## src/rtl/sram_access_arbiter.sv

```systemverilog
`timescale 1ns/1ps
// -----------------------------------------------------------------------------
// sram_access_arbiter
//
// Shares one SRAM controller between the image loader (writer) and the image
// generator (reader, real-time display path). Exactly one access is in flight
// at a time: IDLE -> ISSUE -> WAIT -> IDLE.
//
// Arbitration happens only in IDLE. Reads win over writes, except when the
// writer has already watched MAX_RD_RUN consecutive read grants. In that case
// the writer gets the next slot, so it can never starve.
//
// Optional feature (macro SRAM_ARB_TIMEOUT_EN):
//   When defined, a WAIT that lasts TIMEOUT_CYC cycles without i_mem_fin is
//   abandoned. o_err is set and stays set until reset. The requester still
//   gets its completion pulse (read data forced to 0), so it never hangs.
//   When undefined, WAIT holds until i_mem_fin and o_err is tied to 0.
//
// Ports:
//   i_clk, i_rst               clock, asynchronous active-high reset
//   i_rd_req/i_rd_addr         read request (held until o_rd_ack) and address
//   o_rd_ack                   1-cycle pulse, read accepted (address sampled)
//   o_rd_valid/o_rd_data       1-cycle valid pulse; data held until the next one
//   i_wr_req/i_wr_addr/i_wr_data  write request (held until o_wr_ack)
//   o_wr_ack                   1-cycle pulse, write accepted (addr/data sampled)
//   o_wr_done                  1-cycle pulse, write completed in SRAM
//   o_mem_read/o_mem_write     1-cycle strobes to the SRAM controller
//   o_mem_addr/o_mem_wdata     latched access address/data, stable ISSUE..WAIT
//   i_mem_fin/i_mem_rdata      controller completion pulse and read data
//   o_busy                     high whenever an access is in progress
//   o_err                      sticky timeout flag
// -----------------------------------------------------------------------------
module sram_access_arbiter #(
  parameter int ADDR_W      = 20,
  parameter int DATA_W      = 16,
  parameter int MAX_RD_RUN  = 8,
  parameter int TIMEOUT_CYC = 15
) (
  input  logic              i_clk,
  input  logic              i_rst,
  input  logic              i_rd_req,
  input  logic [ADDR_W-1:0] i_rd_addr,
  output logic              o_rd_ack,
  output logic              o_rd_valid,
  output logic [DATA_W-1:0] o_rd_data,
  input  logic              i_wr_req,
  input  logic [ADDR_W-1:0] i_wr_addr,
  input  logic [DATA_W-1:0] i_wr_data,
  output logic              o_wr_ack,
  output logic              o_wr_done,
  output logic              o_mem_read,
  output logic              o_mem_write,
  output logic [ADDR_W-1:0] o_mem_addr,
  output logic [DATA_W-1:0] o_mem_wdata,
  input  logic              i_mem_fin,
  input  logic [DATA_W-1:0] i_mem_rdata,
  output logic              o_busy,
  output logic              o_err
);

  // Elaboration-time sanity checks on the configuration.
  if (MAX_RD_RUN < 1) begin : g_bad_run
    $error("sram_access_arbiter: MAX_RD_RUN must be >= 1");
  end
  if (TIMEOUT_CYC < 1) begin : g_bad_timeout
    $error("sram_access_arbiter: TIMEOUT_CYC must be >= 1");
  end

  localparam int RUN_W = $clog2(MAX_RD_RUN + 1);
  localparam logic [RUN_W-1:0] RUN_MAX = RUN_W'(MAX_RD_RUN);

  typedef enum logic [1:0] {
    S_IDLE  = 2'd0,
    S_ISSUE = 2'd1,
    S_WAIT  = 2'd2
  } state_t;

  state_t            state;
  state_t            state_nxt;
  logic              op_read;      // latched op type of the access in flight
  logic [ADDR_W-1:0] mem_addr;
  logic [DATA_W-1:0] mem_wdata;
  logic [DATA_W-1:0] rd_data;
  logic              rd_valid;
  logic              wr_done;
  logic [RUN_W-1:0]  run_cnt;      // consecutive read grants while writer waits

  logic              grant_rd;
  logic              grant_wr;
  logic              fin_event;    // controller finished the access in WAIT
  logic              timeout_hit;  // WAIT abandoned this cycle
  logic              access_end;

  // ---------------------------------------------------------------------------
  // Optional WAIT timeout
  // ---------------------------------------------------------------------------
`ifdef SRAM_ARB_TIMEOUT_EN
  localparam int WAIT_W = ($clog2(TIMEOUT_CYC + 1) > 5) ? $clog2(TIMEOUT_CYC + 1) : 5;
  localparam logic [WAIT_W-1:0] WAIT_LAST = WAIT_W'(TIMEOUT_CYC - 1);

  logic [WAIT_W-1:0] wait_cnt;     // WAIT cycles already spent, minus one
  logic              err;

  // A fin arriving on the last allowed cycle still counts as a normal finish.
  assign timeout_hit = (state == S_WAIT) && !i_mem_fin && (wait_cnt == WAIT_LAST);

  always_ff @(posedge i_clk or posedge i_rst) begin
    if (i_rst) begin
      wait_cnt <= '0;
      err      <= 1'b0;
    end else begin
      if (state == S_ISSUE) begin
        wait_cnt <= '0;
      end else if (state == S_WAIT) begin
        wait_cnt <= wait_cnt + 1'b1;
      end
      if (timeout_hit) begin
        err <= 1'b1;
      end
    end
  end

  assign o_err = err;
`else
  assign timeout_hit = 1'b0;
  assign o_err       = 1'b0;
`endif

  // ---------------------------------------------------------------------------
  // FSM: next state and grant decode
  // ---------------------------------------------------------------------------
  // NOTE: every signal written here gets a default first, so no path through
  // the case can leave one unassigned and infer a latch.
  always_comb begin
    state_nxt = state;
    grant_rd  = 1'b0;
    grant_wr  = 1'b0;
    fin_event = 1'b0;
    unique case (state)
      S_IDLE: begin
        // Acks are combinational. They are gated by reset so that every
        // output reads 0 while reset is held, even with a request pending.
        if (!i_rst) begin
          if (i_rd_req && (!i_wr_req || (run_cnt != RUN_MAX))) begin
            grant_rd = 1'b1;
          end else if (i_wr_req) begin
            grant_wr = 1'b1;
          end
        end
        if (grant_rd || grant_wr) begin
          state_nxt = S_ISSUE;
        end
      end
      // i_mem_fin is never expected in ISSUE and is deliberately ignored.
      S_ISSUE: state_nxt = S_WAIT;
      S_WAIT: begin
        if (i_mem_fin) begin
          fin_event = 1'b1;
          state_nxt = S_IDLE;
        end else if (timeout_hit) begin
          state_nxt = S_IDLE;
        end
      end
      default: state_nxt = S_IDLE;
    endcase
  end

  assign access_end = fin_event || timeout_hit;

  // NOTE: sequential state is updated only with non-blocking assignments, so
  // every register samples pre-edge values no matter how blocks are ordered.
  always_ff @(posedge i_clk or posedge i_rst) begin
    if (i_rst) begin
      state <= S_IDLE;
    end else begin
      state <= state_nxt;
    end
  end

  // ---------------------------------------------------------------------------
  // Access latch: op type, address and write data captured on the grant
  // ---------------------------------------------------------------------------
  always_ff @(posedge i_clk or posedge i_rst) begin
    if (i_rst) begin
      op_read   <= 1'b0;
      mem_addr  <= '0;
      mem_wdata <= '0;
    end else if (grant_rd) begin
      op_read  <= 1'b1;
      mem_addr <= i_rd_addr;
    end else if (grant_wr) begin
      op_read   <= 1'b0;
      mem_addr  <= i_wr_addr;
      mem_wdata <= i_wr_data;
    end
  end

  // ---------------------------------------------------------------------------
  // Completion: read data / valid and write done, one cycle after the finish
  // ---------------------------------------------------------------------------
  always_ff @(posedge i_clk or posedge i_rst) begin
    if (i_rst) begin
      rd_data  <= '0;
      rd_valid <= 1'b0;
      wr_done  <= 1'b0;
    end else begin
      rd_valid <= 1'b0;
      wr_done  <= 1'b0;
      if (access_end) begin
        if (op_read) begin
          rd_valid <= 1'b1;
          // An abandoned read returns zero, not whatever is on the bus.
          rd_data  <= timeout_hit ? '0 : i_mem_rdata;
        end else begin
          wr_done <= 1'b1;
        end
      end
    end
  end

  // ---------------------------------------------------------------------------
  // Anti-starvation run counter
  // ---------------------------------------------------------------------------
  always_ff @(posedge i_clk or posedge i_rst) begin
    if (i_rst) begin
      run_cnt <= '0;
    end else if (!i_wr_req || grant_wr) begin
      run_cnt <= '0;
    end else if (grant_rd && (run_cnt != RUN_MAX)) begin
      run_cnt <= run_cnt + 1'b1;
    end
  end

  // ---------------------------------------------------------------------------
  // Outputs
  // ---------------------------------------------------------------------------
  assign o_rd_ack    = grant_rd;
  assign o_wr_ack    = grant_wr;
  assign o_rd_valid  = rd_valid;
  assign o_rd_data   = rd_data;
  assign o_wr_done   = wr_done;
  assign o_mem_read  = (state == S_ISSUE) &&  op_read;
  assign o_mem_write = (state == S_ISSUE) && !op_read;
  assign o_mem_addr  = mem_addr;
  assign o_mem_wdata = mem_wdata;
  assign o_busy      = (state != S_IDLE);

  // Structural invariants of the arbiter.
  a_single_ack : assert property (@(posedge i_clk) disable iff (i_rst)
    !(o_rd_ack && o_wr_ack));
  a_single_strobe : assert property (@(posedge i_clk) disable iff (i_rst)
    !(o_mem_read && o_mem_write));

endmodule

```

## config.mk

```make
export PLATFORM = sky130hd
export DESIGN_NAME = sram_access_arbiter
export DESIGN_NICKNAME = d
export VERILOG_FILES = /design/src/rtl/sram_access_arbiter.sv
export SDC_FILE = /design/constraint.sdc
export NUM_CORES = 1
export LEC_CHECK = 0
export CORE_ASPECT_RATIO = 1.1
export CORE_MARGIN = 2
export CORE_UTILIZATION = 40
export CTS_CLUSTER_DIAMETER = 40
export DETAILED_ROUTE_END_ITERATION = 10
export HOLD_SLACK_MARGIN = 0.06
export PLACE_DENSITY = 0.81
export SLEW_MARGIN = 20
export SYNTH_ARGS = -nofsm -noshare
export SYNTH_HDL_FRONTEND = slang
export SYNTH_SLANG_ARGS = --single-unit
```

## constraint.sdc

```tcl
create_clock -name i_clk -period 2.5 [get_ports i_clk]
set_input_delay 0.5 -clock i_clk [delete_from_list [all_inputs] [get_ports i_clk]]
set_output_delay 0.5 -clock i_clk [all_outputs]
set_load 0.01 [all_outputs]
```

==> results.py <==
metrics = {
    "worst_setup_path": {
        "cp-end-kind": "output port",
        "cp_max_fo": 2,
        "r2r_start": "state[1]$_DFFE_PP0P_",
        "cp.buffers_inverters": 3,
        "cp-startpoint": "i_wr_req",
        "cp_slowest_cell": "clkdlybuf4s50_1",
        "cp.required_ns": 2.00,
        "max_stage_delay_ns": 0.47,
        "ff2ff_path_depth": 5,
        "critPathKind": "in2out",
        "critPathLaunchType": "input port",
        "path_cells": "clkdlybuf4s50_1 > or4b_4 > a21o_4 > inv_4 > clkbuf_2",
        "cpLargestDelayFamily": "buffers and inverters",
        "crit_arrival_ns": 1.84,
        "crit_cells": 5,
    },
    "logic_synthesis": {
        "avgSynthCellArea_um2": 14.0,
        "synth-edff-count": 0,
        "synthesis.area_mm2": 0.00267,
        "syn_inst": 190,
        "synth_largest_area_cell": "dfrtp_1",
        "ys_seq_elements": 61,
        "async_flop_share_pct": 100,
        "ys_types": 38,
        "synth_nets": 269,
        "yosysMostFrequentCell": "dfrtp_1",
        "ys.warnings.count": 0,
        "synthTopCellsByCount": "61 x dfrtp_1, 16 x mux2_2, 16 x mux2_4",
        "synth_area_leaders": "dfrtp_1 57%, mux2_4 9.0%, mux2_2 6.8%, a221o_1 4.9%, a21boi_0 3.7%",
        "yosysSeqAreaShare_pct": 57.3,
        "synth.top_cell.area_share_pct": 57.3,
        "synth_ff_type": "dfrtp_1",
    },
    "pwr": {
        "p_clk_share_pct": 17.8,
        "seqPwrFrac_pct": 38.4,
        "p_leak_nw": 1.88,
        "swShare_pct": 29.3,
        "power.total_mw": 4.17,
        "powerDensity_mw_per_mm2": 965,
        "p_int_mw": 2.95,
        "power.switching_mw": 1.22,
        "ir_drop_v": 0.000538,
        "p_comb_share_pct": 43.9,
    },
    "flow_run": {
        "drv_cap": 0,
    },
    "cts": {
        "numCtsBuffers": 9,
        "postCtsHoldBufs": 0,
        "clock_path_buffers": 2,
        "clkTransAtPathRegs_ns": 0.07,
        "cts_sinks": 61,
        "worst_skew_pair.late_latency_ns": 0.33,
        "cts.htree.levels": 3,
        "root_buffer": "clkbuf_8",
        "cts_tree": "built",
    },
    "timing": {
        "clock.fmax_mhz": 427,
        "relSlewSlack_pct": 63.5,
        "setup_violations": 0,
        "hold_viol_final": 0,
        "min_period_ns": 2.34,
        "slew_violations": 0,
        "rsz0062_at_grt": "false",
        "worst_slew_pin_slew_ns": 0.546,
        "finalCritPeriodShare_pct": 93.7,
        "skew_ns": 0.0108,
    },
    "detailed_routing": {
        "drtIter0Drc": 73,
        "drt-total-wl_um": 6920,
        "firstDrtPassIters": 5,
        "route.detailed.drc": 0,
        "avgRoutedWirePerCell_um": 16.3,
        "via_per_inst": 5.14,
        "antenna_left": 0,
        "vias": 2180,
    },
    "die": {
        "die_area_mm2": 0.00733,
        "core_area_mm2": 0.00652,
        "die_w_um": 81.8,
        "row_count": 31,
        "io_pins": 137,
        "fp.dieH_um": 89.6,
        "start_util_pct": 40.9,
    },
    "finish": {
        "final_nets": 417,
        "final_cell_count_no_fill": 424,
        "final_cell_area_mm2": 0.00432,
        "drive_above_1_share_pct": 22.5,
        "syn_to_final_growth_pct": 62.2,
        "n_antenna_cell": 0,
    },
    "grt": {
        "grt_overflow": 0,
        "grt_pass1_wl_um": 10800,
        "grt_pass1_vias": 2220,
        "grt_use_total_pct": 19.7,
        "grt_antenna_before_repair": 0,
        "grt_max_degree": 30,
    },
    "hold_path": {
        "min_path_type": "reg2reg",
        "hold_depth": 1,
        "min-delay-start": "o_rd_data[1]$_DFFE_PP0P_",
    },
    "placement": {
        "place_inst": 408,
        "numPortBuffers": 135,
        "placed_area_mm2": 0.00414,
        "gp_congestion": 0.795,
        "dpl.hpwl_um": 5050,
    },
    "status": {
        "status": "completed",
    },
}
## power groups by stage
stage,clock network (mW),logic (mW),registers (mW)
floorplan,0,0.622,1.77
global placement,0,1.80,1.59
detailed placement,0,1.85,1.60
CTS,0.765,1.85,1.61
global route,0.811,1.97,1.65
finish,0.742,1.83,1.60
## path summary, 6_finish.rpt
| path | end | slack, ns |
|---|---|---|
| setup / recovery | o_wr_ack | 0.16 |
| hold / removal | o_rd_data[1]$_DFFE_PP0P_ | 0.50 |
| setup reg to reg | o_mem_wdata[3]$_DFFE_PP0P_ | 0.35 |
| hold reg to reg | o_rd_data[1]$_DFFE_PP0P_ | 0.50 |
| max in group asynchronous | o_rd_data[13]$_DFFE_PP0P_ | 1.24 |
| min in group asynchronous | state[1]$_DFFE_PP0P_ | 0.70 |
## worst register-to-register path, stage by stage, from the launching register on
cell     delay (ns)
dfrtp_1        0.45
or4b_4         0.57
a21o_4         0.21
inv_4          0.05
buf_4          0.39
mux2_4         0.36
## routing by layer
metal	track usage (%)	share of wire (%)	wire length, µm	vias to the layer above
met1	24.8	40	2760	1048
met5	0	0	0	-
met4	9.70	1.9	135	0
met2	31.6	49	3390	127
li1	-	-	-	992
met3	5.20	9.3	645	13
## sequential cells by signal (all words and copies together), names as in the netlist
| name | cells |
|---|---|
| o_mem_addr | 20 |
| o_mem_wdata | 16 |
| o_rd_data | 16 |
| run_cnt | 4 |
| state | 2 |
| o_rd_valid | 1 |
| o_wr_done | 1 |
| op_read | 1 |
## cells by family after synthesis
logic type	count (synthesis)	share of synthesized area (%)
AND/OR/NAND/NOR	25	5.59
buffers and inverters	21	4.46
multiplexers	32	15.8
adder cells (fa/ha/maj)	2	0.939
flip-flops	61	57.3
AO/OA/AOI/OAI	48	15.8
other	1	0.141
## layout by cell type (no fill, tap or decap), drive strengths merged, types with 3 or more instances in the layout
cell,instances
buf,13
mux2,32
clkinv,4
a21o,8
o221a,7
nand3,3
a221o,13
clkdlybuf4s50,133
clkbuf,11
nand2,5
a21boi,13
inv,10
dfrtp,61
## metrics by stage
step / worst slack [ns] / TNS, ns / hold WS, ns / util (%)
after global placement: -0.293 / -2.03 / 0.486 / 63.6
after global routing: 0.106 / 0 / 0.519 / 66.3
final: 0.159 / 0 / 0.505 / 66.3
after floorplan: 0.487 / 0 / 0.488 / -
after CTS: -0.00661 / -0.00661 / 0.510 / 66.4
after detailed placement: -0.281 / -2.06 / 0.494 / 63.6
## cell type report
class,instances,area (µm²)
inverters,10,40.0
clock inverters,5,27.5
multi-input cells,108,1030
clock buffers,10,138
repair buffers,148,1460
flip-flops and latches,61,1530
well taps,82,103
fillers,496,2190
## what timing repair did
action / in CTS / in global routing
pin swaps: 1 / 0
cloned: 0 / 0
buffers inserted: 1 / 0
resized for setup: 3 / 3
setup endpoints to repair: 2 / 2
No activity file was read; power rests on OpenSTA's default activity.
